==> src/rtl/cla_add_pipe.sv <==
// +----------------------------------------------------------------------------+
// | cla_add_pipe: pipelined carry-lookahead adder/subtractor, valid/ready.     |
// | Revision: 1.0                                                              |
// +----------------------------------------------------------------------------+
`default_nettype none

module cla_add_pipe #(
    parameter int WIDTH = 16,
    parameter int GROUP = 4,
    parameter int PIPE  = 2
) (
    input  logic             clk,
    input  logic             rst,
    input  logic             in_valid,
    output logic             in_ready,
    input  logic [WIDTH-1:0] a,
    input  logic [WIDTH-1:0] b,
    input  logic             cin,
    input  logic             sub,
    output logic             out_valid,
    input  logic             out_ready,
    output logic [WIDTH-1:0] sum,
    output logic             cout,
    output logic             ovf
);

    localparam int NGRP = WIDTH / GROUP;
    localparam int GPS  = NGRP / PIPE;
    localparam int SW   = GPS * GROUP;

    // Register after stage k-1 (k>=1) packs {carry, b', a, resolved sum} with
    // only the unresolved operand bits kept; the output stage packs {ovf, cout, sum}.
    function automatic int st_w(input int k);
        return 2 * WIDTH - k * SW + 1;
    endfunction

    function automatic int st_off(input int k);
        int o;
        o = 0;
        for (int j = 1; j < k; j++) begin
            o = o + st_w(j);
        end
        return o;
    endfunction

    localparam int FOFF = st_off(PIPE);
    localparam int TOT  = FOFF + WIDTH + 2;

    // One stage worth of lookahead groups; group carries chain from group P/G.
    function automatic logic [SW:0] stage_add(
        input logic [SW-1:0] x,
        input logic [SW-1:0] y,
        input logic          ci
    );
        logic [SW-1:0] s;
        logic          cg;
        logic          gp;
        logic          pp;
        logic          p;
        logic          g;
        s  = '0;
        cg = ci;
        for (int j = 0; j < GPS; j++) begin
            gp = 1'b0;
            pp = 1'b1;
            for (int i = 0; i < GROUP; i++) begin
                p = x[j*GROUP+i] ^ y[j*GROUP+i];
                g = x[j*GROUP+i] & y[j*GROUP+i];
                s[j*GROUP+i] = p ^ (gp | (pp & cg));
                gp = g | (p & gp);
                pp = pp & p;
            end
            cg = gp | (pp & cg);
        end
        return {cg, s};
    endfunction

    logic [TOT-1:0]  r_pipe;
    logic [TOT-1:0]  w_pipe_nx;
    logic [PIPE-1:0] r_v;
    logic [PIPE-1:0] w_v_nx;
    logic            w_advance;

    assign out_valid = r_v[PIPE-1];
    assign w_advance = ~out_valid | out_ready;
    assign in_ready  = w_advance;
    assign sum       = r_pipe[FOFF +: WIDTH];
    assign cout      = r_pipe[FOFF + WIDTH];
    assign ovf       = r_pipe[FOFF + WIDTH + 1];

    for (genvar k = 0; k < PIPE; k++) begin : g_stage
        localparam int LO = k * SW;
        localparam int HI = LO + SW;

        logic [WIDTH-1:LO] w_a_in;
        logic [WIDTH-1:LO] w_b_in;
        logic              w_c_in;
        logic              w_v_in;
        logic [SW:0]       w_res;
        logic [HI-1:0]     w_s_nx;
        logic              w_ld;

        if (k == 0) begin : g_src_port
            assign w_a_in = a;
            assign w_b_in = sub ? ~b : b;
            assign w_c_in = sub | cin;
            assign w_v_in = in_valid;
            assign w_s_nx = w_res[SW-1:0];
        end else begin : g_src_reg
            localparam int OFF = st_off(k);
            assign w_s_nx = {w_res[SW-1:0], r_pipe[OFF +: LO]};
            assign w_a_in = r_pipe[OFF + LO +: WIDTH - LO];
            assign w_b_in = r_pipe[OFF + WIDTH +: WIDTH - LO];
            assign w_c_in = r_pipe[OFF + 2*WIDTH - LO];
            assign w_v_in = r_v[k-1];
        end

        assign w_res     = stage_add(w_a_in[HI-1:LO], w_b_in[HI-1:LO], w_c_in);
        assign w_ld      = w_advance & w_v_in;
        assign w_v_nx[k] = w_advance ? w_v_in : r_v[k];

        if (k < PIPE - 1) begin : g_to_reg
            localparam int OFFN = st_off(k + 1);
            localparam int WN   = st_w(k + 1);
            assign w_pipe_nx[OFFN +: WN] = w_ld
                ? {w_res[SW], w_b_in[WIDTH-1:HI], w_a_in[WIDTH-1:HI], w_s_nx}
                : r_pipe[OFFN +: WN];
        end else begin : g_to_out
            logic w_ovf;
            // Carry into the MSB is recovered as sum ^ p at that bit.
            assign w_ovf = w_s_nx[WIDTH-1] ^ w_a_in[WIDTH-1] ^ w_b_in[WIDTH-1] ^ w_res[SW];
            assign w_pipe_nx[FOFF +: WIDTH+2] = w_ld
                ? {w_ovf, w_res[SW], w_s_nx}
                : r_pipe[FOFF +: WIDTH+2];
        end
    end

    always_ff @(posedge clk or posedge rst) begin
        if (rst) begin
            r_pipe <= '0;
            r_v    <= '0;
        end else begin
            r_pipe <= w_pipe_nx;
            r_v    <= w_v_nx;
        end
    end

endmodule

`default_nettype wire
==> config.mk <==
export PLATFORM = sky130hd
export DESIGN_NAME = cla_add_pipe
export DESIGN_NICKNAME = d
export VERILOG_FILES = /design/src/rtl/cla_add_pipe.sv
export SDC_FILE = /design/constraint.sdc
export NUM_CORES = 1
export LEC_CHECK = 0
export ABC_CLOCK_PERIOD_IN_PS = 5400
export CAP_MARGIN = 20
export CORE_MARGIN = 2
export CORE_UTILIZATION = 54
export DETAILED_ROUTE_END_ITERATION = 6
export GPL_TIMING_DRIVEN = 0
export PLACE_DENSITY = 0.82
export SKIP_LAST_GASP = 1
export SYNTH_ARGS = -nofsm -noshare
export SYNTH_HDL_FRONTEND = slang
export SYNTH_SLANG_ARGS = --single-unit
export TNS_END_PERCENT = 10
==> constraint.sdc <==
create_clock -name clk -period 5.4 [get_ports clk]
set_input_delay 0.81 -clock clk [delete_from_list [all_inputs] [get_ports clk]]
set_output_delay 0.81 -clock clk [all_outputs]
set_load 0.02 [all_outputs]
* Word-level counts from Yosys, hierarchy flattened *
Cells that the tools add are included.

operators by class
  mux-type cells = 1
  bitwise operators = 125

operators by type and width
  cell                count
  AND 1 bit           58
  bitwise XOR 1 bit   35
  bitwise OR 1 bit    30
  two-way mux 16 bit  1
  inverter 16 bit     1
  inverter 1 bit      1

storage, ports and cells
  register bits = 45
  input port bits = 38
  logic and storage cells = 129

* Longest topological paths before layout *
  word-level depth = 14
  gate-level depth with buffers = 11
  gate-level depth less buffers = 9

* Worst setup path before layout *
No wires, ideal clock.

  path kind = input to register
  start point = input port sub
  end point = register r_pipe[4]
  arrival = 2.735 ns
  required time = 5.317 ns
  setup slack = 2.582 ns
  cell stages on the path = 10
  path buffers = 2
  cells stage by stage = buf_6 -> buf_2 -> xor2_1 -> ha_1 -> o21ai_2 -> nand2b_1 -> a31o_1 -> a21oi_1 -> fa_1 -> o21ai_0

on the way
  word-level cells in the longest chain between the ends = 10
  elaborated cells between the ends (all ways) = 23

ends and longest elaborated chain
  element                                                line    text
  from (decl)                                            19      input logic sub,
  two-way mux 16 bit                                     105     assign w_b_in = sub ? ~b : b;
  bitwise XOR 1 bit / AND 1 bit (equally long branches)  67, 68
  AND 1 bit                                              70      gp = g | (p & gp);
  bitwise OR 1 bit                                       70
  AND 1 bit                                              70
  bitwise OR 1 bit                                       70
  AND 1 bit                                              70
  bitwise OR 1 bit                                       70
  bitwise OR 1 bit                                       73      cg = gp | (pp & cg);
  bitwise XOR 1 bit *                                    69      s[j*GROUP+i] = p ^ (gp | (pp & cg));
  to (signal assigned)                                   143     r_pipe <= w_pipe_nx;
  to (decl)                                              78      logic [TOT-1:0] r_pipe;

Every way passes the cells marked *; elsewhere a longest branch is shown, timed or not.
A chain may end at the register's enable or synchronous reset.

* Final worst setup path *
  start point = input port out_ready
  end point = output port in_ready

on the way
  word-level cells in the longest chain between the ends = 1

ends and longest elaborated chain
  element           line  text
  from (decl)       21    input logic out_ready,
  bitwise OR 1 bit  85    assign w_advance = ~out_valid | out_ready;
  to (decl)         15    output logic in_ready,

Every way passes these cells.

==> summary.txt <==
Outcome
  • Status: finished, final reports clean

Worst setup path
  • Reg2reg end: r_pipe[42]
  • R2r setup slk: 3090 ps
  • Worst Setup End Kind: output pin
  • Buffers plus inverters on the worst setup path: 3
  • Startpoint types: input pin
  • Crit-path max FO: 6
  • Worst path slowest cell: clkdlybuf4s50_1
  • CP max stage delay: 640 ps
  • R2R Path Start: r_pipe[8]
  • Worst Path Required: 4590 ps
  • Worst path top cell family by delay: buffers and inverters
  • Critical-path cell list: clkdlybuf4s50_1, nand2b_1, clkbuf_1, clkdlybuf4s50_1
  • Worst Path Class, Setup: input pin to output pin
  • Most used cell, CP: clkdlybuf4s50_1
  • Worst Path Arrival: 2190 ps
  • R2R depth: 7

Floorplanning
  • Die W: 72.87 um
  • Die area: 0.005310 sq mm
  • Initial Utilization: 0.5495
  • Die Y: 72.87 um
  • I/O pins: 58
  • Row Count: 25
  • Core Area: 0.004661 sq mm

Final layout
  • Final nets: 363
  • Area grow syn2layout: 28.48%
  • Final std cells w/o fill: 360
  • Share of post-route cells with drive strength above 1: 0.1503
  • Diodes inserted: 0
  • Filler instances: 365

Pwr
  • Seq pwr share: 0.365
  • Power Total: 1382 uW
  • Comb pwr share: 0.470
  • Sw frac: 0.3414
  • P per Cell Area: 420.0 mW/mm^2
  • Lkg Pwr: 0.001502 uW
  • Internal Power: 910.1 uW
  • Psw: 471.8 uW
  • Clk pwr share: 0.165
  • Max VDD drop: 0.1791 mV

Timing
  • Worst-margin pin slew: 908.2 ps
  • Post-route clock skew: 4.373 ps
  • Final worst slack: 2405 ps
  • Post-Route Setup TNS: 0 ps
  • Rel. slew slack: 0.3937
  • Final slew viol count: 0
  • WHS: 482.4 ps
  • Max frequency: 333.9 MHz
  • Unrepaired setup endpoints after global routing: no
  • Final worst-path cycle share: 0.5546
  • Setup violators final: 0
  • Final worst path period need: 2995 ps
  • Fin. Hold Viols: 0

Clock tree
  • Hold Buf Count CTS: 0
  • Cts bufs inserted: 5
  • H-tree depth: 2
  • Register clock-pin slew on the reported worst setup and hold paths: 80 ps
  • Insertion delay to the later sink of the worst-skew pair: 300 ps
  • CTS tree: done
  • Post CTS Setup Buffer Count: 0
  • Post-CTS Resized: 0
  • Clk Tree Root Cell: clkbuf_8
  • Clk buf depth: 2
  • CTS sink cnt: 45

Detailed routing
  • Post-route ant nets: 0
  • Pre-Repair DR Iteration Count: 4
  • Drc violations: 0
  • DR WL/cell: 13.78 um
  • WL final: 4959 um
  • DRT iter0 DRCs: 72
  • Via count: 1918
  • Via-to-Cell Ratio: 5.328

Min path
  • Worst Hold Class: register to register
  • HP Start: r_pipe[40]
  • Hold endpoint: r_pipe[40]
  • Worst Hold Depth: 2

GRT
  • GRT overflow: 0
  • First-pass GRT wire length: 8556 um
  • Initial antenna violation count: 0
  • Vias in the first global route: 1908
  • Largest net degree at the start of global routing: 46
  • All-Layer GR Usage: 0.2118

Placed design
  • RD Place Congestion: 0.7896
  • Hpwl dp: 3747 um
  • Dpl ws: 2313 ps
  • Total placed cells including tap cells: 352
  • # port buffers: 56

Synth
  • Yosys cell types: 35
  • YS warnings: 0
  • Syn Inst Count: 242
  • Netlist Area Pre-Place: 0.002561 sq mm
  • Syn_nets: 300
  • Post-Syn Area per Cell: 10.58 sq um
  • Top cell type's share of synthesized area: 0.4397
  • Synth area leaders: dfrtp_1, ha_1, mux2_2, xor2_1, o21ai_0
  • Synthesis-stage register bit count: 45
  • Register area share after synthesis: 0.4397
  • Post-synth top area cell: dfrtp_1

Run
  • MaxCap Viol Count: 0
## layout make-up
class | instances | area (sq um) | share of cell area
multi-input cells | 160 | 1226 | 0.3726
flip-flops and latches | 45 | 1126 | 0.3422
repair buffers | 56 | 560.5 | 0.1703
plain buffers | 26 | 167.7 | 0.05095
clock buffers | 7 | 96.34 | 0.02928
well taps | 54 | 67.56 | 0.02053
inverters | 11 | 41.29 | 0.01255
clock inverters | 1 | 5.005 | 0.001521
## per-layer routing
layer,vias up,global-route usage,share of wire
met1,927,0.2509,0.42
met5,-,0,0
met4,0,0.09465,0.016
met3,7,0.05387,0.039
li1,941,-,-
met2,43,0.3626,0.53
## synth_stat cells
library cell / instances
a211oi_1: 3
xor2_1: 17
nand4_1: 1
a41oi_1: 1
a31oi_1: 1
buf_6: 1
clkbuf_1: 6
o21ai_2: 1
nand2b_1: 2
a31o_1: 1
nor4b_1: 2
nor3_1: 1
inv_1: 11
a21o_1: 6
fa_1: 4
o31ai_1: 1
nor2_1: 4
xnor2_1: 11
mux2_2: 17
nand3_1: 2
nor4_1: 2
nor2b_1: 1
a32oi_1: 2
o211ai_1: 1
and4_1: 1
dfrtp_1: 45
buf_4: 16
buf_2: 2
buf_1: 1
a21oi_1: 8
a221o_1: 1
ha_1: 16
o21ai_0: 24
o21a_1: 1
nand2_1: 28
## sequential cells by signal (all words and copies together), names as in the netlist
name,cells
r_v,2
r_pipe,43
## cells in the final DEF, fill, tap and decap left out, drive strengths merged, types with 3 or more instances in the layout
cell type / instances
a211oi: 3
a21o: 6
a21oi: 8
buf: 20
clkbuf: 13
clkdlybuf4s50: 56
dfrtp: 45
fa: 4
ha: 16
inv: 11
mux2: 17
nand2: 28
nor2: 4
o21ai: 25
xnor2: 11
xor2: 17
## cell families (layout without fill, tap and decap cells)
kind of cell / count (synthesis) / after routing / synth area share
AO/OA/AOI/OAI: 51 / 51 / 0.1212
flip-flops: 45 / 45 / 0.4397
AND/OR/NAND/NOR: 44 / 44 / 0.07767
buffers and inverters: 37 / 101 / 0.08158
XOR/XNOR: 28 / 28 / 0.09575
adder cells (fa/ha/maj): 20 / 20 / 0.1094
multiplexers: 17 / 17 / 0.07474
## how the worst max path moves through the flow
stage / from / end / cells after the start
after floorplan: sub / r_pipe[4] / 10
after global placement: b[0] / r_pipe[24] / 9
after detailed placement: b[0] / r_pipe[24] / 9
after CTS: out_ready / in_ready / 4
after global routing: out_ready / in_ready / 4
final: out_ready / in_ready / 4
## stage by stage
stage	util	cell area (sq um)
final	0.7060	3291
after global routing	0.7060	3291
after CTS	0.7060	3291
after detailed placement	0.6843	3189
after global placement	0.6843	3189
after floorplan	-	2561
## power by group through the flow
stage	combinational (uW)	sequential, uW	clock, uW
floorplan	425	504	0
global placement	631	505	0
detailed placement	649	512	0
CTS	654	506	234
global route	707	521	244
finish	649	504	228
## tightest hold or removal path, stage by stage, from the launching register on
cell	delay [ps]
dfrtp_1	350
nand2_1	40
o21ai_0	60
(Power assumes the default switching activity.)
